==> config.mk <==
export PLATFORM = sky130hd
export DESIGN_NAME = weight_mem_ctrl
export DESIGN_NICKNAME = d
export VERILOG_FILES = /design/src/rtl/weight_mem_ctrl.sv
export SDC_FILE = /design/constraint.sdc
export NUM_CORES = 1
export LEC_CHECK = 0
export BUFFER_PORTS_ARGS = -buffer_cell sky130_fd_sc_hd__clkbuf_2
export CORE_MARGIN = 8
export CORE_UTILIZATION = 30
export CTS_CLUSTER_SIZE = 24
export DETAILED_ROUTE_END_ITERATION = 10
export GPL_ROUTABILITY_DRIVEN = 0
export SLEW_MARGIN = 20
export SYNTH_ARGS = -nofsm -noshare
export SYNTH_HDL_FRONTEND = slang
export SYNTH_SLANG_ARGS = --single-unit
export TNS_END_PERCENT = 20
==> constraint.sdc <==
create_clock -name clk -period 2.7 [get_ports clk]
set_input_delay 0.54 -clock clk [delete_from_list [all_inputs] [get_ports clk]]
set_output_delay 0.54 -clock clk [all_outputs]
set_load 0.01 [all_outputs]
==> src/rtl/weight_mem_ctrl.sv <==
// Per-layer weight memory controller: stream-fed weight loader plus inference read sequencer.
// Optional WEIGHT_LOAD_CHECK_EN builds a sticky load-protocol checker driving err.
//
// state | meaning
// IDLE  | waiting for start; weight beats accepted
// READ  | issuing rd_en over addresses 0..num_weights-1 as in_valid allows
// DRAIN | final read data returning from memory
// DONE  | done pulse, then back to IDLE
module weight_mem_ctrl #(
  parameter int data_width    = 16,
  parameter int address_width = 10,
  parameter int num_weights   = 784,
  parameter int num_neurons   = 30,
  parameter int layer_no      = 1
) (
  input  logic                     clk,
  input  logic                     rst_n,
  input  logic                     cfg_valid,
  output logic                     cfg_ready,
  input  logic [7:0]               cfg_layer,
  input  logic [7:0]               cfg_neuron,
  input  logic [data_width-1:0]    cfg_data,
  input  logic                     cfg_last,
  output logic [num_neurons-1:0]   wr_en,
  output logic [address_width-1:0] wr_addr,
  output logic [data_width-1:0]    wr_data,
  input  logic                     start,
  input  logic                     in_valid,
  output logic                     rd_en,
  output logic [address_width-1:0] rd_addr,
  output logic                     rd_valid,
  output logic                     busy,
  output logic                     done,
  output logic                     err
);

  typedef enum logic [1:0] {IDLE, READ, DRAIN, DONE} state_t;

  localparam logic [address_width-1:0] last_addr  = address_width'(num_weights - 1);
  localparam logic [7:0]               layer_id   = 8'(layer_no);
  localparam logic [8:0]               neuron_cnt = 9'(num_neurons);
  localparam logic [num_neurons-1:0]   one_lsb    = num_neurons'(1);

  state_t                   state;
  logic [address_width-1:0] wr_cnt;
  logic                     beat_acc;
  logic                     beat_hit;
  logic                     cnt_at_last;

  // start outranks a pending beat so a load can never begin under a read
  assign cfg_ready   = (state == IDLE) & ~start;
  assign beat_acc    = cfg_valid & cfg_ready;
  assign beat_hit    = beat_acc & (cfg_layer == layer_id) & ({1'b0, cfg_neuron} < neuron_cnt);
  assign cnt_at_last = (wr_cnt == last_addr);
  assign rd_en       = (state == READ) & in_valid;
  assign busy        = (state != IDLE);

  always_ff @(posedge clk) begin
    if (!rst_n) begin
      state    <= IDLE;
      rd_addr  <= '0;
      rd_valid <= 1'b0;
      done     <= 1'b0;
    end else begin
      rd_valid <= rd_en;
      done     <= 1'b0;
      case (state)
        IDLE: if (start) state <= READ;
        READ: begin
          if (in_valid) begin
            if (rd_addr == last_addr) begin
              state   <= DRAIN;
              rd_addr <= '0;
            end else begin
              rd_addr <= rd_addr + 1'b1;
            end
          end
        end
        DRAIN: begin
          state <= DONE;
          done  <= 1'b1;
        end
        DONE:    state <= IDLE;
        default: state <= IDLE;
      endcase
    end
  end

  always_ff @(posedge clk) begin
    if (!rst_n) begin
      wr_en   <= '0;
      wr_addr <= '0;
      wr_data <= '0;
      wr_cnt  <= '0;
    end else begin
      wr_en <= '0;
      if (beat_hit) begin
        wr_en   <= one_lsb << cfg_neuron;
        wr_addr <= wr_cnt;
        wr_data <= cfg_data;
        wr_cnt  <= (cfg_last || cnt_at_last) ? '0 : wr_cnt + 1'b1;
      end
    end
  end

`ifdef WEIGHT_LOAD_CHECK_EN
  // last must coincide exactly with the final address of a neuron
  always_ff @(posedge clk) begin
    if (!rst_n) begin
      err <= 1'b0;
    end else if (beat_hit && (cfg_last != cnt_at_last)) begin
      err <= 1'b1;
    end
  end
`else
  assign err = 1'b0;
`endif

endmodule

**After elaboration in Yosys (flattened, before gate mapping)**

Cells that the tools add are included.

- Register bits after elaboration: 80
- Input bits: 38
- Output and inout bits: 72
- Word-level logic and storage cells: 40

- Add/subtract/negate cells: 2
- $lt $le $gt $ge: 1
- Eq/ne operators: 9
- Shifts and indexed selects: 1
- Mux-type cells: 7
- Bitwise operators: 6
- Reduce and logical (&&, ||, !) cells: 6

Operator list:

| kind | count |
|---|---|
| $shl 1x8->30 const A | 1 |
| $add 10x1->10 const B | 2 |
| $eq 10x10->1 const B | 2 |
| $mux 10 | 2 |
| $eq 8x1->1 const B | 1 |
| $lt 8x5->1 const B | 1 |
| $pmux 2 s4 | 1 |
| $mux 2 | 3 |
| $and 1x1->1 | 5 |
| $eq 2x2->1 const B | 2 |
| $ne 2x2->1 const B | 2 |
| $reduce_and 2->1 | 2 |
| $reduce_and 3->1 | 1 |
| $eq 2x1->1 const B | 1 |
| $logic_not 2->1 | 1 |
| $ne 2x1->1 const B | 1 |
| $reduce_bool 2->1 | 1 |
| $logic_or 1x1->1 | 1 |
| $mux 1 | 1 |
| $not 1->1 | 1 |

**Logic depth before layout (Yosys ltp)**

- Depth in word-level cells: 6
- Gate-level depth with buffers: 8
- Gate-level depth less buffers: 7

**Least setup slack after synthesis**

OpenSTA, ideal clock, no wires.

- Path type: input to register
- From: input port cfg_layer[3]
- To: register wr_cnt[8]
- Setup time: 0.128 ns
- Arrival time: 1.954 ns
- Required time: 2.572 ns
- Slack: 0.618 ns
- Stages on the path: 6
- Path through: or4_4 or3_1 buf_2 clkbuf_2 a211oi_1 o22ai_1

- Longest elaborated chain between the ends: 3

Ends and longest elaborated chain:

| item | line | RTL |
|---|---|---|
| from (decl) | 20 | `input logic [7:0] cfg_layer,` |
| $eq 8x1->1 | 53 | `assign beat_hit = beat_acc & (cfg_layer == layer_id) & ({1'b0, cfg_neuron} < neuron_cnt);` |
| $and 1x1->1 (2 in series) | 53 |  |
| to (signal assigned) | 101 | `wr_cnt <= (cfg_last \|\| cnt_at_last) ? '0 : wr_cnt + 1'b1;` |
| to (decl) | 45 | `logic [address_width-1:0] wr_cnt;` |

No other way between the ends.
A chain may end at the register's enable or synchronous reset.

**Worst setup path after layout**

- From: register state[1]
- To: register wr_en[1]

- Longest elaborated chain between the ends: 6

Ends and longest elaborated chain:

| item | line | RTL |
|---|---|---|
| from (decl) | 44 | `state_t state;` |
| from (signal assigned) | 60 | `state <= IDLE;` |
| from (signal assigned) | 68 | `IDLE: if (start) state <= READ;` |
| from (signal assigned) | 72 | `state <= DRAIN;` |
| $logic_not 2->1 | 51 | `assign cfg_ready = (state == IDLE) & ~start;` |
| $and 1x1->1 | 51 |  |
| $and 1x1->1 | 52 | `assign beat_acc = cfg_valid & cfg_ready;` |
| $and 1x1->1 (2 in series) | 53 |  |
| $reduce_and 2->1 (no line) | n/a |  |
| to (signal assigned) | 98 | `wr_en <= one_lsb << cfg_neuron;` |
| to (decl) | 24 | `output logic [num_neurons-1:0] wr_en,` |

No other way between the ends.

==> metrics.cfg <==
[sta]
slew_violations=0
fin_crit_sh_pct=81.7
final_hold_viol_count=0
tightest_slew_ps=533
rsz0062_at_grt=no
fin_tns_setup_ps=0
setup_ws_ps=493
setup_viol=0
holdWs_ps=416
period_needed_ps=2210
finClkSkew_ps=10.2
max-slew-margin-rel_pct=64.2
fmax_mhz=453

[power_and_ir_drop]
total_power_w=0.00254
peakVddDrop_v=0.000259
pwr-share-clk_pct=40.7
power_frac_comb_pct=11.3
switching_share_pct=26.9
pwr-share-seq_pct=48.0
p_int_w=0.00186
powerDensity_nw_per_um2=612
p_leak_nw=1.69
p_switching_w=0.000685

[synth]
synthArstFlopShare_pct=0
synth_area_leaders=dfxtp_1, nand3_1, a21oi_1
yosys.area.top_type_share_pct=49.8
ys.flop_type=dfxtp_1
syn_nets=410
synth.avg_cell_area_um2=8.79
yosysTopAreaCell=dfxtp_1
ys_seq_elements=80
synthCells=366
ys_warn_count=0
synth_common_cells=dfxtp_1, nor2_1, nand3_1
syn-cell-area_um2=3220
yosysSeqAreaShare_pct=49.8
ys_types=52
synthMostInstantiatedCell=dfxtp_1
synth_edf_count=0

[floorplanning]
die_area_um2=14300
rows=38
pin_count=110
initial_utilization_pct=30.2
core_um2=10700
die_w_um=120
die_h_um=120

[worst_setup_path]
crit_path_end=wr_en[1]
startpoint_type=register
cp.arrival_ps=2490
crit_start=state[1]
worst_r2r_path_depth=6
rrSetupSlack_ps=490
cp_max_fo=8
cp-end-kind=register
crit_chain=inv_1 -> ha_1 -> nand4b_1 -> nor4_4 -> nand3_1 -> nor2_1
r2r-end=wr_en[1]
worstSetupPathType=register to register
critPathRequiredTime_ps=2980
slowest_stage=nor4_4
slowest_delay_ps=600
r2r_start=state[1]

[grt]
antenna_found_initial=0
grt_overflow=0
grt_pass1_vias=3127
grt_max_degree=34
grt_pass1_wl_um=15400
grt_usage_pct=13.1

[detailed_routing]
drtPass1Iterations=4
top_layer=met4
drc=0
wl_met2_um=4090
vias=3068
wl_met1_um=4120
postRouteAntennaNets=0
route.detailed.wl_per_inst_um=14.8
drt_iter0_markers=176
wirelength_um=9170
viasPerCell=4.96
wl_met3_um=831

[job]
max_cap_viol_count=0

[placed_design]
io_buffer_count=108
dp_slack_ps=337
place_hpwl_um=6700

[clock_tree]
h-tree-depth=3
clockRootBuffer=clkbuf_8
cts_tree=yes
clock-sinks=80
post_cts_buffers=0
holdBufCountCts=0
clock_latency_ps=360
clk_pin_slew_ps=90
clockBufferDepth=2
cts_made_buffers=9
cts_resized=0

[finish]
post-route-util_pct=39.1
drive_gt1_share_pct=30.7
syn_to_final_growth_pct=29.3
fin_nets=518
antenna_cells=0

[status]
status=finished, final reports clean

[worst_hold_path]
min_path_type=primary input to register

critical path, delay by kind of cell (launching register included):
family | cells | cell delay [ps]
buf+inv | 1 | 100
simple gates | 4 | 1480
flops | 1 | 340
fa+ha+maj | 1 | 220
metal layers:
metal / up-vias / track usage, %
met5: - / 0
met4: 0 / 4.92
met3: 10 / 5.54
met2: 104 / 20.6
met1: 1434 / 15.7
li1: 1520 / -
logic make-up after synthesis:
group,share of synthesized area (%)
AOI/OAI and AO/OA,14.7
DFF,49.8
other,0.117
and+or+nand+nor,26.9
adders and majority gates,2.33
buffers and inverters,3.93
xor gates and xnor gates,2.18
power groups by stage:
stage	registers, W	logic (W)	clock network, W
after detailed placement	0.00125	0.000288	0
after global placement	0.00125	0.000282	0
final	0.00122	0.000288	0.00104
after floorplan	0.00125	0.000171	0
after global routing	0.00122	0.000325	0.00112
after CTS	0.00122	0.000291	0.00107
cell type report:
cell class / count / area, um^2
fill: 1103 / 6490
sequential: 80 / 1600
multi-input combinational: 255 / 1490
timing repair buffer: 117 / 621
tap: 140 / 175
clock buffer: 9 / 124
clock inverter: 7 / 109
inverter: 11 / 41.3
metrics by stage:
step | std cells | cell area (um^2)
after floorplan | 366 | 3220
after global placement | 603 | 3930
after detailed placement | 603 | 3930
final | 619 | 4160
after global routing | 619 | 4160
after CTS | 619 | 4160
state kept, by name, indices dropped and copies added (netlist names):
signal / cells
done: 1
rd_addr: 10
rd_valid: 1
state: 2
wr_addr: 10
wr_cnt: 10
wr_data: 16
wr_en: 30
worst min path at each step:
stage | start | endpoint | depth (start not counted)
after floorplan | wr_cnt[8] | wr_cnt[8] | 2
after detailed placement | wr_addr[9] | wr_addr[9] | 2
after CTS | cfg_data[15] | wr_data[15] | 3
final | cfg_data[15] | wr_data[15] | 3
after global placement | wr_data[4] | wr_data[4] | 2
after global routing | cfg_data[15] | wr_data[15] | 3
cells in the final DEF (no fill, tap or decap), types with 2 or more instances in the layout:
master / n
a211oi_1: 3
a21oi_1: 32
a31oi_1: 2
and2_1: 3
and3_1: 3
and4_1: 4
buf_4: 8
bufinv_16: 2
clkbuf_2: 108
clkbuf_8: 9
dfxtp_1: 80
ha_1: 6
inv_1: 11
inv_6: 2
inv_8: 2
nand2_1: 24
nand2b_1: 2
nand3_1: 36
nand4_1: 6
nand4b_1: 2
nand4b_2: 2
nor2_1: 39
nor2b_1: 3
nor3_1: 6
nor4_1: 8
o211ai_1: 5
o21ai_0: 27
o22ai_1: 4
or2_2: 3
or3_1: 5
or4_4: 2
xnor2_1: 4
xor2_1: 4
No activity file was read; power rests on OpenSTA's default activity.
